--- config.mk ---
export PLATFORM = sky130hd
export DESIGN_NAME = cnn_layer_sequencer_flat
export DESIGN_NICKNAME = d
export VERILOG_FILES = /design/src/rtl/cnn_layer_sequencer_if.sv /design/src/rtl/cnn_layer_sequencer.sv /design/src/flat_wrapper.sv
export SDC_FILE = /design/constraint.sdc
export NUM_CORES = 1
export LEC_CHECK = 0
export BUFFER_PORTS_ARGS = -buffer_cell sky130_fd_sc_hd__buf_2
export CAP_MARGIN = 20
export CELL_PAD_IN_SITES_DETAIL_PLACEMENT = 0
export CELL_PAD_IN_SITES_GLOBAL_PLACEMENT = 1
export CORE_ASPECT_RATIO = 1.4
export CORE_UTILIZATION = 41
export CTS_CLUSTER_DIAMETER = 50
export DETAILED_ROUTE_END_ITERATION = 12
export GPL_ROUTABILITY_DRIVEN = 0
export PLACE_DENSITY_LB_ADDON = 0.1
export SETUP_SLACK_MARGIN = 0.15
export SLEW_MARGIN = 0
export SYNTH_ARGS = -nofsm -noshare
export SYNTH_HDL_FRONTEND = slang
export SYNTH_SLANG_ARGS = --single-unit
--- constraint.sdc ---
create_clock -name clk -period 3.6 [get_ports clk]
set_input_delay 0.36 -clock clk [delete_from_list [all_inputs] [get_ports clk]]
set_output_delay 0.36 -clock clk [all_outputs]
set_load 0.03 [all_outputs]
--- src/rtl/cnn_layer_sequencer_if.sv ---
// Host/datapath bundle for the CNN layer sequencer.
// master = host plus Top_layer datapath, slave = the sequencer itself.
interface cnn_layer_sequencer_if #(
   parameter int IMG_W  = 4,
   parameter int F1_W   = 4,
   parameter int F2_W   = 10,
   parameter int RES_W  = 22,
   parameter int ADDR_W = 4
);
   // configuration port
   logic              cfg_we;
   logic [1:0]        cfg_sel;
   logic [ADDR_W-1:0] cfg_addr;
   logic [F2_W-1:0]   cfg_wdata;
   logic              cfg_err;
   // run control / status
   logic              go;
   logic              abort;
   logic              busy;
   logic              done;
   logic [RES_W-1:0]  result;
   logic              result_valid;
   // datapath side
   logic              start1;
   logic              read_en1;
   logic              start2;
   logic              read_en2;
   logic [IMG_W-1:0]  image;
   logic [F1_W-1:0]   filter1;
   logic [F2_W-1:0]   filter2;
   logic [RES_W-1:0]  conv_result;

   modport master (
      output cfg_we, cfg_sel, cfg_addr, cfg_wdata, go, abort, conv_result,
      input  cfg_err, busy, done, result, result_valid,
             start1, read_en1, start2, read_en2, image, filter1, filter2
   );

   modport slave (
      input  cfg_we, cfg_sel, cfg_addr, cfg_wdata, go, abort, conv_result,
      output cfg_err, busy, done, result, result_valid,
             start1, read_en1, start2, read_en2, image, filter1, filter2
   );
endinterface

--- src/rtl/cnn_layer_sequencer.sv ---
// Deterministic controller for one two-layer CNN inference.
// Streams image/filter1 taps, waits out layer-1 latency, streams filter2 taps,
// waits out layer-2 latency, then captures ConvResult.
module cnn_layer_sequencer #(
   parameter int N_TAPS = 15,
   parameter int IMG_W  = 4,
   parameter int F1_W   = 4,
   parameter int F2_W   = 10,
   parameter int RES_W  = 22,
   parameter int L1_LAT = 2,
   parameter int L2_LAT = 3
) (
   input  logic                   clk,
   input  logic                   rst_n,
   cnn_layer_sequencer_if.slave   bus
);

   localparam int ADDR_W  = 4;
   // one counter serves beat index and both latency waits
   localparam int CNT_MAX = (N_TAPS >= L1_LAT) ?
                            ((N_TAPS >= L2_LAT) ? N_TAPS : L2_LAT) :
                            ((L1_LAT >= L2_LAT) ? L1_LAT : L2_LAT);
   localparam int CNT_W   = (CNT_MAX > 1) ? $clog2(CNT_MAX) : 1;

   typedef enum logic [2:0] {
      ST_IDLE,
      ST_S1,
      ST_F1,
      ST_W1,
      ST_S2,
      ST_F2,
      ST_W2
   } state_t;

   state_t                          state_q;
   logic [CNT_W-1:0]                cnt_q;
   logic                            done_q;
   logic                            cfg_err_q;
   logic [RES_W-1:0]                result_q;
   logic                            result_valid_q;

   // coefficient stores: never reset, they survive reset and aborts
   logic [N_TAPS-1:0][IMG_W-1:0]    img_q;
   logic [N_TAPS-1:0][F1_W-1:0]     f1_q;
   logic [N_TAPS-1:0][F2_W-1:0]     f2_q;

   logic                            cfg_ok;
   logic                            last_tap;
   logic                            start1_c, read_en1_c, start2_c, read_en2_c;
   logic [IMG_W-1:0]                image_c;
   logic [F1_W-1:0]                 filter1_c;
   logic [F2_W-1:0]                 filter2_c;

   // a write lands only while idle, to a real store, at an in-range tap
   assign cfg_ok   = bus.cfg_we && (state_q == ST_IDLE) && (bus.cfg_sel != 2'd3) &&
                     ({1'b0, bus.cfg_addr} < (ADDR_W+1)'(N_TAPS));
   assign last_tap = (cnt_q == CNT_W'(N_TAPS - 1));

   // commit accepted configuration writes into the selected store
   always_ff @(posedge clk) begin
      if (cfg_ok) begin
         case (bus.cfg_sel)
            2'd0:    img_q[bus.cfg_addr] <= bus.cfg_wdata[IMG_W-1:0];
            2'd1:    f1_q[bus.cfg_addr]  <= bus.cfg_wdata[F1_W-1:0];
            2'd2:    f2_q[bus.cfg_addr]  <= bus.cfg_wdata[F2_W-1:0];
            default: ;
         endcase
      end
   end

   // sequencing FSM with registered status outputs; abort beats every step
   always_ff @(posedge clk or negedge rst_n) begin
      if (!rst_n) begin
         state_q        <= ST_IDLE;
         cnt_q          <= '0;
         done_q         <= 1'b0;
         cfg_err_q      <= 1'b0;
         result_q       <= '0;
         result_valid_q <= 1'b0;
      end else begin
         done_q    <= 1'b0;
         cfg_err_q <= bus.cfg_we && !cfg_ok;
         cnt_q     <= cnt_q + 1'b1;
         if ((state_q != ST_IDLE) && bus.abort) begin
            state_q <= ST_IDLE;
            cnt_q   <= '0;
         end else begin
            case (state_q)
               ST_IDLE: begin
                  cnt_q <= '0;
                  if (bus.go) begin
                     state_q        <= ST_S1;
                     result_valid_q <= 1'b0;
                  end
               end
               ST_S1: begin
                  if (last_tap) begin
                     state_q <= ST_F1;
                     cnt_q   <= '0;
                  end
               end
               ST_F1: begin
                  state_q <= ST_W1;
                  cnt_q   <= '0;
               end
               ST_W1: begin
                  if (cnt_q == CNT_W'(L1_LAT - 1)) begin
                     state_q <= ST_S2;
                     cnt_q   <= '0;
                  end
               end
               ST_S2: begin
                  if (last_tap) begin
                     state_q <= ST_F2;
                     cnt_q   <= '0;
                  end
               end
               ST_F2: begin
                  state_q <= ST_W2;
                  cnt_q   <= '0;
               end
               ST_W2: begin
                  if (cnt_q == CNT_W'(L2_LAT - 1)) begin
                     state_q        <= ST_IDLE;
                     cnt_q          <= '0;
                     result_q       <= bus.conv_result;
                     result_valid_q <= 1'b1;
                     done_q         <= 1'b1;
                  end
               end
               default: begin
                  state_q <= ST_IDLE;
                  cnt_q   <= '0;
               end
            endcase
         end
      end
   end

   // datapath controls decode from registered state so reset zeroes them at once
   always_comb begin
      start1_c   = 1'b0;
      read_en1_c = 1'b0;
      start2_c   = 1'b0;
      read_en2_c = 1'b0;
      image_c    = '0;
      filter1_c  = '0;
      filter2_c  = '0;
      case (state_q)
         ST_S1: begin
            start1_c  = 1'b1;
            image_c   = img_q[cnt_q];
            filter1_c = f1_q[cnt_q];
         end
         ST_W1, ST_F2: read_en1_c = 1'b1;
         ST_S2: begin
            read_en1_c = 1'b1;
            start2_c   = 1'b1;
            filter2_c  = f2_q[cnt_q];
         end
         ST_W2: begin
            read_en1_c = 1'b1;
            read_en2_c = 1'b1;
         end
         default: ;
      endcase
   end

   assign bus.busy         = (state_q != ST_IDLE);
   assign bus.done         = done_q;
   assign bus.cfg_err      = cfg_err_q;
   assign bus.result       = result_q;
   assign bus.result_valid = result_valid_q;
   assign bus.start1       = start1_c;
   assign bus.read_en1     = read_en1_c;
   assign bus.start2       = start2_c;
   assign bus.read_en2     = read_en2_c;
   assign bus.image        = image_c;
   assign bus.filter1      = filter1_c;
   assign bus.filter2      = filter2_c;

endmodule

--- src/flat_wrapper.sv ---
// flat-port wrapper written by rule: the top's interface ports become plain ports
module cnn_layer_sequencer_flat 
#(
   parameter int N_TAPS = 15,
   parameter int IMG_W  = 4,
   parameter int F1_W   = 4,
   parameter int F2_W   = 10,
   parameter int RES_W  = 22,
   parameter int L1_LAT = 2,
   parameter int L2_LAT = 3
)
  (clk, rst_n, bus_cfg_we, bus_cfg_sel, bus_cfg_addr, bus_cfg_wdata, bus_go, bus_abort, bus_conv_result, bus_cfg_err, bus_busy, bus_done, bus_result, bus_result_valid, bus_start1, bus_read_en1, bus_start2, bus_read_en2, bus_image, bus_filter1, bus_filter2);
  cnn_layer_sequencer_if #(.IMG_W(IMG_W), .F1_W(F1_W), .F2_W(F2_W), .RES_W(RES_W), .ADDR_W(4)) bus_i ();
  input  logic clk;
  input  logic rst_n;
  input wire logic [$bits(bus_i.cfg_we)-1:0] bus_cfg_we;
  input wire logic [$bits(bus_i.cfg_sel)-1:0] bus_cfg_sel;
  input wire logic [$bits(bus_i.cfg_addr)-1:0] bus_cfg_addr;
  input wire logic [$bits(bus_i.cfg_wdata)-1:0] bus_cfg_wdata;
  input wire logic [$bits(bus_i.go)-1:0] bus_go;
  input wire logic [$bits(bus_i.abort)-1:0] bus_abort;
  input wire logic [$bits(bus_i.conv_result)-1:0] bus_conv_result;
  output wire logic [$bits(bus_i.cfg_err)-1:0] bus_cfg_err;
  output wire logic [$bits(bus_i.busy)-1:0] bus_busy;
  output wire logic [$bits(bus_i.done)-1:0] bus_done;
  output wire logic [$bits(bus_i.result)-1:0] bus_result;
  output wire logic [$bits(bus_i.result_valid)-1:0] bus_result_valid;
  output wire logic [$bits(bus_i.start1)-1:0] bus_start1;
  output wire logic [$bits(bus_i.read_en1)-1:0] bus_read_en1;
  output wire logic [$bits(bus_i.start2)-1:0] bus_start2;
  output wire logic [$bits(bus_i.read_en2)-1:0] bus_read_en2;
  output wire logic [$bits(bus_i.image)-1:0] bus_image;
  output wire logic [$bits(bus_i.filter1)-1:0] bus_filter1;
  output wire logic [$bits(bus_i.filter2)-1:0] bus_filter2;
  assign bus_i.cfg_we = bus_cfg_we;
  assign bus_i.cfg_sel = bus_cfg_sel;
  assign bus_i.cfg_addr = bus_cfg_addr;
  assign bus_i.cfg_wdata = bus_cfg_wdata;
  assign bus_i.go = bus_go;
  assign bus_i.abort = bus_abort;
  assign bus_i.conv_result = bus_conv_result;
  assign bus_cfg_err = bus_i.cfg_err;
  assign bus_busy = bus_i.busy;
  assign bus_done = bus_i.done;
  assign bus_result = bus_i.result;
  assign bus_result_valid = bus_i.result_valid;
  assign bus_start1 = bus_i.start1;
  assign bus_read_en1 = bus_i.read_en1;
  assign bus_start2 = bus_i.start2;
  assign bus_read_en2 = bus_i.read_en2;
  assign bus_image = bus_i.image;
  assign bus_filter1 = bus_i.filter1;
  assign bus_filter2 = bus_i.filter2;
  cnn_layer_sequencer #(.N_TAPS(N_TAPS), .IMG_W(IMG_W), .F1_W(F1_W), .F2_W(F2_W), .RES_W(RES_W), .L1_LAT(L1_LAT), .L2_LAT(L2_LAT)) u_core (.clk(clk), .rst_n(rst_n), .bus(bus_i));
endmodule
==> results of run 1 <==
-- path summary, 6_finish.rpt --
check	start	end	slack, ps	cells after the start
hold reg to reg	u_core.bus.result[15]	u_core.bus.result[15]	500	1
setup / recovery	u_core.cnt_q[1]	bus_filter2[3]	510	4
max in group asynchronous	rst_n	u_core.cnt_q[0]	2600	2
hold / removal	bus_conv_result[11]	u_core.bus.result[11]	80	2
min in group asynchronous	rst_n	u_core.bus.result[10]	440	2
setup reg to reg	u_core.state_q[1]	u_core.f1_q[12]	820	4
-- flip-flops by register name, summed over array words and instances, names as in the netlist, 3 cells and up --
signal and cells:
u_core.bus.result 22, u_core.cnt_q 4, u_core.f1_q 60, u_core.f2_q 150, u_core.img_q 60, u_core.state_q 3
-- worst max-delay path, stage by stage (launching register included) --
cell and delay, ps:
sky130_fd_sc_hd__dfrtp_2 520, sky130_fd_sc_hd__nor2_2 730, sky130_fd_sc_hd__a221oi_1 280, sky130_fd_sc_hd__o31ai_1 420, sky130_fd_sc_hd__buf_2 290
-- cell usage in the layout (no fill, tap or decap), drive strengths merged, types with 7 or more instances in the layout --
| cell | netlist | final |
|---|---|---|
| mux2 | 40 | 40 |
| mux4 | 54 | 54 |
| nand3 | 7 | 7 |
| nor4 | 8 | 8 |
| edfxtp | 270 | 270 |
| dfrtp | 32 | 32 |
| buf | 31 | 117 |
| clkinv | 0 | 14 |
| nand2 | 18 | 18 |
| o31ai | 19 | 19 |
| inv | 8 | 9 |
| a221oi | 18 | 18 |
| clkbuf | 9 | 42 |
| a22oi | 19 | 19 |
| nor2 | 67 | 67 |
-- through the flow --
stage / cells / area [µm²] / hold slack, ps / setup WS (ps) / utilization (%)
4_1_cts: 1161 / 14100 / 55.7 / 446 / 49.3
6_report: 1161 / 14100 / 78.3 / 507 / 49.3
5_1_grt: 1161 / 14100 / 69.3 / 316 / 49.3
3_5_place_dp: 1098 / 13000 / 467 / 804 / 45.3
3_3_place_gp: 1098 / 13000 / 448 / 977 / 45.3
2_1_floorplan: 646 / 12100 / 64.4 / 896 / -
-- timing repair --
action / in CTS / in global routing
gates resized for setup: 0 / 0
hold endpoints to repair: 32 / 0
hold buffers: 1 / 0
-- logic make-up after synthesis --
kind of cell               synth area share, %
DFF                                       73.9
and+or+nand+nor                           5.22
muxes                                     13.8
AOI/OAI and AO/OA                         4.45
buffers and inverters                     2.08
xor gates and xnor gates                 0.218
adders and majority gates                0.311
-- Yosys cell counts (8+ instances only) --
cell / n / share of area (%)
sky130_fd_sc_hd__edfxtp_1: 270 / 67
sky130_fd_sc_hd__nor2_1: 65 / 2.0
sky130_fd_sc_hd__mux4_2: 54 / 10
sky130_fd_sc_hd__mux2_2: 40 / 3.7
sky130_fd_sc_hd__dfrtp_1: 32 / 6.6
sky130_fd_sc_hd__buf_2: 23 / 0.95
sky130_fd_sc_hd__a22oi_1: 19 / 1.2
sky130_fd_sc_hd__o31ai_1: 19 / 1.2
sky130_fd_sc_hd__a221oi_1: 18 / 1.3
sky130_fd_sc_hd__nand2_1: 17 / 0.53
sky130_fd_sc_hd__clkbuf_1: 9 / 0.28
sky130_fd_sc_hd__inv_1: 8 / 0.25
-- area by class of cell --
cell class	count	area [µm²]	area share [%]
Tap cell	375	469	3.32
Inverter	8	30.0	0.212
Sequential cell	302	8910	63.0
Timing Repair Buffer	118	676	4.78
Clock buffer	42	965	6.82
Multi-Input combinational cell	296	2910	20.6
Clock inverter	20	176	1.25
-- per-layer routing --
metal	wire length, µm	up-vias	track usage, %
met2	14600	203	34.1
met5	0	-	0
met4	942	0	7.92
li1	-	2837	-
met3	1370	45	3.45
met1	10600	3188	22.1
-- power by group --
part	switching (mW)	internal, mW	total [mW]	leakage [nW]
clock network	1.38	2.07	3.45	0.551
logic	0.300	0.175	0.476	1.42
registers	0.0132	3.84	3.85	2.87
==> qor.csv, run 1 <==
metric;value;unit
run_status;completed;
drtIter0Drc;353;
max_fclk;323;MHz
clk_latency;510;ps
synthDistinctLibCells;40;
tns;0;ps
setup_viol;0;
cap_violations;0;
io_buffers;90;
areaGrowthSynthToFinish;17.3;%
fp.dieH;205;µm
syn_inst;646;
syn_area;0.0121;mm²
number_of_antenna_violations_at_the_first_check_in_global_routing;1;
fillerInstances;2437;
clock_tree.root_cell;sky130_fd_sc_hd__clkbuf_16;
cts.htree.levels;2;
chipWidth;147;µm
die_area;0.0301;mm²
clk_pin_slew;60;ps
synth_top_flop_cell;sky130_fd_sc_hd__edfxtp_1;
grt_remaining_overflow;0;
initial_utilization;42.0;%
antennaDiodeCount;0;
clockBufferDepth;3;
critical_path_arrival;2730;ps
timing.clock.skew;11.8;ps
worst_setup_path_type;flop to output pin;
postRouteWirelength;27.5;mm
final_period_minus_worst_setup_slack;3090;ps
endpoint_kind;output pin;
syn-num-nets;692;
first_global_vias;6590;
detailroute.via_count;6273;
post-cts-setup-buffer-count;0;
fin_nets;807;
largest_net_degree_at_the_start_of_global_routing;46;
hold_violations_final;0;
worst-path-max-fanout;18;
floorplan.core_area;0.0287;mm²
global_route_wire_length_before_repair;41.3;mm
dpl.hpwl;18.7;mm
tritoncts;yes;
synth-seq-area-share;73.9;%
unrepaired_setup_endpoints_after_global_routing;no;
worst-slew-pin-transition;906;ps
postRouteAntennaNets;0;
vias_per_cell;5.40;
globalRouteTotalUtil;18.9;%
io_pins;91;
p_leak;4.84;nW
route.detailed.drc;0;
period_share;85.9;%
power_per_cell_area;550;mW/mm²
synth_enable_flop_cells;270;
power.ir.vdd_worst;0.355;mV
timing.max_slew.rel_slack;39.5;%
cts_num_sinks;302;
asyncSetResetFlopFracSynth;10.6;%
yosys_register_bits;302;
required;3240;ps
cts_buffers;35;
drive_above_1_share;35.2;%
firstDrtPassIters;4;
power.total;7.77;mW
worst_hold_path_type;input port to flop;
finalMaxSlewViolations;0;
detail_route.wl_per_cell;23.7;µm
fp-row-count;73;
critPathLaunchType;flop;
synth_warnings;0;
synth.avg_cell_area;18.7;µm²
Note: power is estimated with default switching activity, not from simulation.
==> run 2, diff against run 1 <==
Settings changed: CTS_BUF_LIST set to sky130_fd_sc_hd__clkbuf_8, MAX_ROUTING_LAYER set to met4, PLACE_DENSITY set to 0.61, PLACE_DENSITY_LB_ADDON 0.1 to not set.
==> run 2 against run 1 <==
  * The run now fails in 5_2_route
  * Area after synthesis unchanged
  * Synthesized cell count unchanged
  * Global-route usage increased by 0.28 points
==> qor.csv, run 2 <==
metric;value;unit;change
run_status;did not finish;;
failing_step;5_2_route;;
firstError;[ERROR DRT-0255] Maze Route cannot find path of net clk in worker of routeBox ( 96600 0 ) ( 146920 48300 ).;;
asyncSetResetFlopFracSynth;10.6;%;unchanged
grt_remaining_overflow;0;;unchanged
syn_inst;646;;unchanged
synthDistinctLibCells;40;;unchanged
io_buffers;90;;unchanged
first_global_vias;6956;;+5.6%
synth_warnings;0;;unchanged
synth.most_common_cell;sky130_fd_sc_hd__edfxtp_1;;
syn_area;0.0121;mm²;unchanged
cts_num_sinks;302;;unchanged
cts_buffers;48;;+37%
synth.cells.most_frequent;sky130_fd_sc_hd__edfxtp_1, sky130_fd_sc_hd__nor2_1, sky130_fd_sc_hd__mux4_2;;
number_of_antenna_violations_at_the_first_check_in_global_routing;1;;unchanged
top_area_cells_in_the_synthesized_netlist;sky130_fd_sc_hd__edfxtp_1, sky130_fd_sc_hd__mux4_2, sky130_fd_sc_hd__dfrtp_1, sky130_fd_sc_hd__mux2_2, sky130_fd_sc_hd__nor2_1;;
synth_enable_flop_cells;270;;unchanged
globalRouteTotalUtil;19.2;%;+0.28 points
fp.dieH;205;µm;unchanged
io_pins;91;;unchanged
yosys.area.top_type_share;67.3;%;unchanged
clock_tree.root_cell;sky130_fd_sc_hd__clkbuf_8;;
largest_net_degree_at_the_start_of_global_routing;59;;+28%
clockBufferDepth;3;;unchanged
fp-row-count;73;;unchanged
cts.htree.levels;2;;unchanged
initial_utilization;42.0;%;unchanged
global_route_wire_length_before_repair;40.9;mm;-1.0%
yosysTopAreaCell;sky130_fd_sc_hd__edfxtp_1;;
chipWidth;147;µm;unchanged
placed_cell_count;1091;;-0.64%
dpl.hpwl;17.4;mm;-7.4%
synth_top_flop_cell;sky130_fd_sc_hd__edfxtp_1;;
synth.avg_cell_area;18.7;µm²;unchanged
yosys_register_bits;302;;unchanged
synth-seq-area-share;73.9;%;unchanged
syn-num-nets;692;;unchanged
## run 2: cell counts after synthesis
Identical to the previous run, type by type.
## run 2: cells by family after synthesis
family	Yosys count	share of synthesized area, %
adders and majority gates	3	0.311
AOI/OAI and AO/OA	71	4.45
buffers and inverters	48	2.08
DFF	302	73.9
muxes	94	13.8
and+or+nand+nor	125	5.22
xor gates and xnor gates	3	0.218
## run 2: through the flow
step	utilization, %	hold slack (ps)	instance area (µm²)	setup slack, ps
floorplan	-	64.4	12100	896
global placement	45.1	459	12900	686
detailed placement	45.1	469	12900	609
CTS	49.3	0.152	14100	276
global route	49.3	8.47	14100	167
## run 2: what timing repair did
item                                    in CTS  in global routing
gates resized for setup                      3                  0
endpoints found under the setup margin       9                  0
setup buffers                                4                  0
hold endpoints to repair                    52                  0
hold buffers                                21                  0
## run 2: metal layers
| metal | track usage (%) |
|---|---|
| met1 | 21.4 |
| met2 | 33.9 |
| met3 | 3.72 |
| met4 | 7.40 |
| met5 | - |
==> run 3, diff against run 2 <==
Settings changed: CELL_PAD_IN_SITES_DETAIL_PLACEMENT 0 to not set, CELL_PAD_IN_SITES_GLOBAL_PLACEMENT 1 to not set, CORE_ASPECT_RATIO 1.4 to not set, CORE_UTILIZATION 41 to 26, CTS_BUF_LIST sky130_fd_sc_hd__clkbuf_8 to not set, CTS_CLUSTER_DIAMETER 50 to not set, MAX_ROUTING_LAYER met4 to not set, PLACE_DENSITY 0.61 to not set, PLACE_DENSITY_LB_ADDON set to 0.15, SETUP_SLACK_MARGIN 0.15 to not set.
==> run 3 against run 2 <==
  * The run now ends clean
  * Global-route usage decreased by 6.3 points
==> qor.csv, run 3 (synthesized netlist as in run 1, its figures left out) <==
metric;value;unit;change
final_cell_mix;sky130_fd_sc_hd__edfxtp_1, sky130_fd_sc_hd__buf_2, sky130_fd_sc_hd__nor2_1;;
stdcell_area;0.0145;mm²;
number_of_antenna_violations_at_the_first_check_in_global_routing;0;;-1
clockBufferDepth;3;;unchanged
max_fclk;294;MHz;
worst_hold_path_type;input port to flop;;
final_period_minus_worst_setup_slack;3410;ps;
stdcell_count;1392;;
timing.max_slew.rel_slack;21.5;%;
first_global_vias;6801;;-2.2%
drtIter0Drc;332;;
global_route.usage.met3;3.06;%;-0.66 points
endpoint_kind;output pin;;
grt_use_met2;21.9;%;-12 points
die_area;0.0472;mm²;
detail_route.wl_per_cell;21.5;µm;
cts_num_sinks;302;;unchanged
postRouteAntennaNets;0;;
power.total;7.90;mW;
route.detailed.drc;0;;
tritoncts;yes;;
fin_worst_hold_slack;67.2;ps;
clk_pin_slew;50;ps;
period_share;94.6;%;
top_register;u_core.f2_q;;
globalRouteTotalUtil;12.9;%;-6.3 points
required;3240;ps;
place_area;0.0133;mm²;+2.8%
final_common_cell;sky130_fd_sc_hd__edfxtp_1;;
postRouteWirelength;29.9;mm;
timing.clock.skew;11.4;ps;
cts.htree.levels;2;;unchanged
clk_latency;520;ps;
clock_tree.root_cell;sky130_fd_sc_hd__clkbuf_16;;
fp.dieH;217;µm;+6.1%
power_per_cell_area;546;mW/mm²;
largestRegisters;u_core.f2_q (150), u_core.f1_q (60), u_core.img_q (60);;
drive_above_1_share;35.0;%;
run_status;completed;;
antennaDiodeCount;0;;
setup_viol;0;;
areaGrowthSynthToFinish;20.0;%;
gr-max-usage-layer;met2;;
largest_register_ffs;150;;
initial_utilization;26.5;%;-16 points
cts_buffers;36;;-25%
fillerInstances;4432;;
fp-row-count;78;;+6.8%
worst-slew-pin-transition;1170;ps;
vias_per_cell;4.58;;
global_route.usage.met1;16.2;%;-5.2 points
worst_setup_path_type;flop to output pin;;
dpl.hpwl;19.9;mm;+14%
finalMaxSlewViolations;0;;
io_buffers;90;;unchanged
io_pins;91;;unchanged
hold_violations_final;0;;
fin_nets;812;;
detailroute.via_count;6376;;
global_route_wire_length_before_repair;44.6;mm;+8.9%
placed_cell_count;1327;;+22%
critical_path_arrival;3050;ps;
grt_remaining_overflow;0;;unchanged
cap_violations;0;;
largest_net_degree_at_the_start_of_global_routing;57;;-3.4%
chipWidth;217;µm;+48%
post-cts-setup-buffer-count;0;;-4
post_cts.resized_instances;0;;-3
tns;0;ps;
power.ir.vdd_worst;0.284;mV;
reg2reg_slack;480;ps;
unrepaired_setup_endpoints_after_global_routing;no;;
critPathLaunchType;flop;;
firstDrtPassIters;4;;
floorplan.core_area;0.0456;mm²;
p_leak;4.87;nW;
worst-path-max-fanout;56;;
==> run 3: layout make-up <==
type	instances	area, µm²	area share [%]
Clock buffer	46	960	6.63
Clock inverter	18	193	1.33
Inverter	8	30.0	0.208
Multi-Input combinational cell	296	2910	20.1
Sequential cell	302	8920	61.6
Tap cell	600	751	5.19
Timing Repair Buffer	122	706	4.88
==> run 3: path summary, 6_finish.rpt <==
path	start	to	depth (start not counted)
max in group asynchronous	rst_n	u_core.cnt_q[0]	2
worst min-delay path	bus_conv_result[8]	u_core.bus.result[8]	2
worst max-delay path	u_core.cnt_q[1]	bus_image[2]	5
worst min register to register	u_core.bus.result[8]	u_core.bus.result[8]	1
min in group asynchronous	rst_n	u_core.bus.result[4]	2
worst max register to register	u_core.state_q[1]	u_core.f1_q[14]	5
==> run 3: critical path: stages, from the launching register on <==
cell and delay (ps):
sky130_fd_sc_hd__dfrtp_4 990, sky130_fd_sc_hd__buf_4 370, sky130_fd_sc_hd__mux2_2 370, sky130_fd_sc_hd__a221oi_1 370, sky130_fd_sc_hd__o31ai_1 160, sky130_fd_sc_hd__buf_2 210
==> run 3: repair_timing <==
action | 4_1_cts | 5_1_grt
hold endpoints to repair | 32 | 0
hold buffers | 1 | 0
endpoints found under the setup margin | 0 | 0
==> run 3: metrics by stage <==
step,utilization [%],setup WS [ps]
global route,31.7,54.1
global placement,29.2,590
finish,31.7,193
detailed placement,29.2,484
CTS,31.7,96.6
floorplan,-,896
==> run 3: where the power goes <==
| group | switching, mW | internal [mW] |
|---|---|---|
| sequential | 0.0409 | 3.84 |
| combinational | 0.278 | 0.180 |
| clock | 1.39 | 2.17 |
| total | 1.71 | 6.19 |
==> run 3: metal layers <==
| metal | routed length [µm] | part of all wire (%) | vias to the layer above |
|---|---|---|---|
| met5 | 0 | 0 | - |
| met4 | 572 | 1.9 | 0 |
| met3 | 1470 | 4.9 | 41 |
| met2 | 15300 | 51 | 134 |
| met1 | 12600 | 42 | 3356 |
| li1 | - | - | 2845 |
==> run 4, diff against run 3 <==
Settings changed: RECOVER_POWER set to 25.
==> run 4 against run 3 <==
  * Non-clock buffer count unchanged
  * Sequential cell count unchanged
  * Critical endpoint unchanged
  * Combinational power about the same
  * Highest routed layer unchanged
  * Total power about the same
  * Maximum frequency about the same
  * Worst hold slack worse by 0.60 ps
  * Utilization about the same
  * The run now ends with capacitance limit, slew limit left
  * Sequential share of layout area about the same
  * Clock skew up 0.92 ps
==> qor.csv, run 4 (synthesized netlist as in run 1, its figures left out) <==
metric;value;unit;change
p_leak;4.85;nW;-0.51%
critical-path-slowest-cell;sky130_fd_sc_hd__dfrtp_4;;
tns;0;ps;unchanged
endpoint_kind;output pin;;
detail_route.wl_per_cell;21.5;µm;about the same
fin_worst_hold_slack;66.6;ps;-0.602 ps
worst_hold_path_type;input port to flop;;
finalMaxSlewViolations;138;;+138
regToRegEndpoint;u_core.f1_q[14];;
largestRegisters;u_core.f2_q (150), u_core.f1_q (60), u_core.img_q (60);;
globalRouteTotalUtil;12.9;%;unchanged
largest_net_degree_at_the_start_of_global_routing;57;;unchanged
power_per_cell_area;547;mW/mm²;+0.11%
placement.setup.worst_slack;484;ps;unchanged
chipWidth;217;µm;unchanged
clockBufferDepth;3;;unchanged
detailroute.via_count;6357;;-0.30%
timing.max_slew.rel_slack;-42.4;%;-64 points
worst-path-max-fanout;56;;unchanged
fp-row-count;78;;unchanged
final_cell_mix;sky130_fd_sc_hd__edfxtp_1, sky130_fd_sc_hd__buf_2, sky130_fd_sc_hd__nor2_1;;
cts.htree.levels;2;;unchanged
period_share;94.6;%;about the same
floorplan.core_area;0.0456;mm²;unchanged
route.detailed.drc;0;;unchanged
vias_per_cell;4.57;;-0.30%
largest_register_ffs;150;;unchanged
number_of_antenna_violations_at_the_first_check_in_global_routing;0;;unchanged
critical_path_arrival;3050;ps;about the same
areaGrowthSynthToFinish;19.9;%;about the same
worst_setup_path_type;flop to output pin;;
initial_utilization;26.5;%;unchanged
firstDrtPassIters;5;;+1
crit_family;flip-flops;;
io_buffers;90;;unchanged
worstSetupPathDepth;5;;unchanged
hold_violations_final;0;;unchanged
antennaDiodeCount;0;;unchanged
hold_end;u_core.bus.result[8];;
cts_buffers;36;;unchanged
cts_num_sinks;302;;unchanged
fp.dieH;217;µm;unchanged
critPathLaunchType;flop;;
io_pins;91;;unchanged
run_status;finished, violations left;;
cp_cell_sequence;buf_4 > mux2_2 > a221oi_1 > o31ai_1 > buf_2;;
timing.final.ws_setup;194;ps;+0.131 ps
clk_latency;530;ps;about the same
power.ir.vdd_worst;0.284;mV;about the same
drive_above_1_share;33.8;%;-1.1 points
postRouteWirelength;29.9;mm;about the same
finalCoreUtilization;31.7;%;about the same
final_period_minus_worst_setup_slack;3410;ps;-0.131 ps
worstPathBufferInverterCount;2;;unchanged
grt_remaining_overflow;0;;unchanged
reg2regPathDepth;5;;unchanged
max_fclk;294;MHz;about the same
dpl.hpwl;19.9;mm;unchanged
clk_pin_slew;50;ps;about the same
fin_nets;812;;unchanged
r2r-start;u_core.state_q[1];;
first_global_vias;6801;;unchanged
unrepaired_setup_endpoints_after_global_routing;no;;
worst-slew-pin-transition;2140;ps;+969 ps
cap_violations;3;;+3
postRouteAntennaNets;0;;unchanged
final_common_cell;sky130_fd_sc_hd__edfxtp_1;;
die_area;0.0472;mm²;unchanged
tritoncts;yes;;
failed_checks;capacitance limit, slew limit;;
stdcell_area;0.0145;mm²;about the same
drtIter0Drc;370;;+11%
reg2reg_slack;490;ps;about the same
timing.clock.skew;12.3;ps;+0.917 ps
timing.hold.worst.start;bus_conv_result[8];;
top_register;u_core.f2_q;;
setup_viol;0;;unchanged
worstHoldPathCells;2;;unchanged
max_stage_delay;990;ps;about the same
required;3240;ps;about the same
clock_tree.root_cell;sky130_fd_sc_hd__clkbuf_16;;
global_route_wire_length_before_repair;44.6;mm;unchanged
post_cts.resized_instances;0;;unchanged
fillerInstances;4435;;+0.068%
place_area;0.0133;mm²;unchanged
## run 4: per-layer routing
metal,GRT usage [%],wire length [µm],vias to the layer above
met3,3.06,1410,40
met4,3.76,572,0
li1,-,-,2844
met5,0,0,-
met2,21.9,15200,133
met1,16.2,12700,3340
## run 4: final cells by class
| type | count | area, µm² | share of cell area [%] |
|---|---|---|---|
| Clock buffer | 46 | 960 | 6.64 |
| Clock inverter | 18 | 193 | 1.33 |
| Inverter | 8 | 30.0 | 0.208 |
| Multi-Input combinational cell | 296 | 2910 | 20.1 |
| Sequential cell | 302 | 8920 | 61.7 |
| Tap cell | 600 | 751 | 5.19 |
| Timing Repair Buffer | 122 | 694 | 4.80 |
## run 4: worst max path at each step
stage / start / endpoint
after floorplan: u_core.state_q[0] / u_core.f2_q[120]
after global placement: u_core.state_q[1] / u_core.f1_q[13]
after detailed placement: u_core.state_q[1] / u_core.f1_q[13]
after CTS: u_core.cnt_q[1] / bus_image[2]
after global routing: u_core.cnt_q[1] / bus_image[2]
final: u_core.cnt_q[1] / bus_image[2]
## run 4: report_power, final
| part | leakage, nW | internal [mW] | switching (mW) |
|---|---|---|---|
| sequential | 2.87 | 3.84 | 0.0408 |
| combinational | 1.42 | 0.178 | 0.278 |
| clock | 0.560 | 2.17 | 1.39 |
## run 4: what timing repair did
| action | in CTS | in global routing |
|---|---|---|
| hold buffers | 1 | 0 |
| endpoints found under the hold margin | 32 | 0 |
| buffers inserted | 0 | 0 |
## run 4: worst reg2reg max path, stage by stage (launching register included)
cell                       delay [ps]
sky130_fd_sc_hd__dfrtp_1          380
sky130_fd_sc_hd__buf_4            190
sky130_fd_sc_hd__nor3_4           340
sky130_fd_sc_hd__o211ai_1         190
sky130_fd_sc_hd__or3b_1           650
sky130_fd_sc_hd__nor4_1           970
## run 4: metrics by stage
step	cells	power [mW]
after floorplan	646	4.21
after global placement	1327	4.42
after detailed placement	1327	4.42
after CTS	1392	8.03
after global routing	1392	8.16
final	1392	7.90
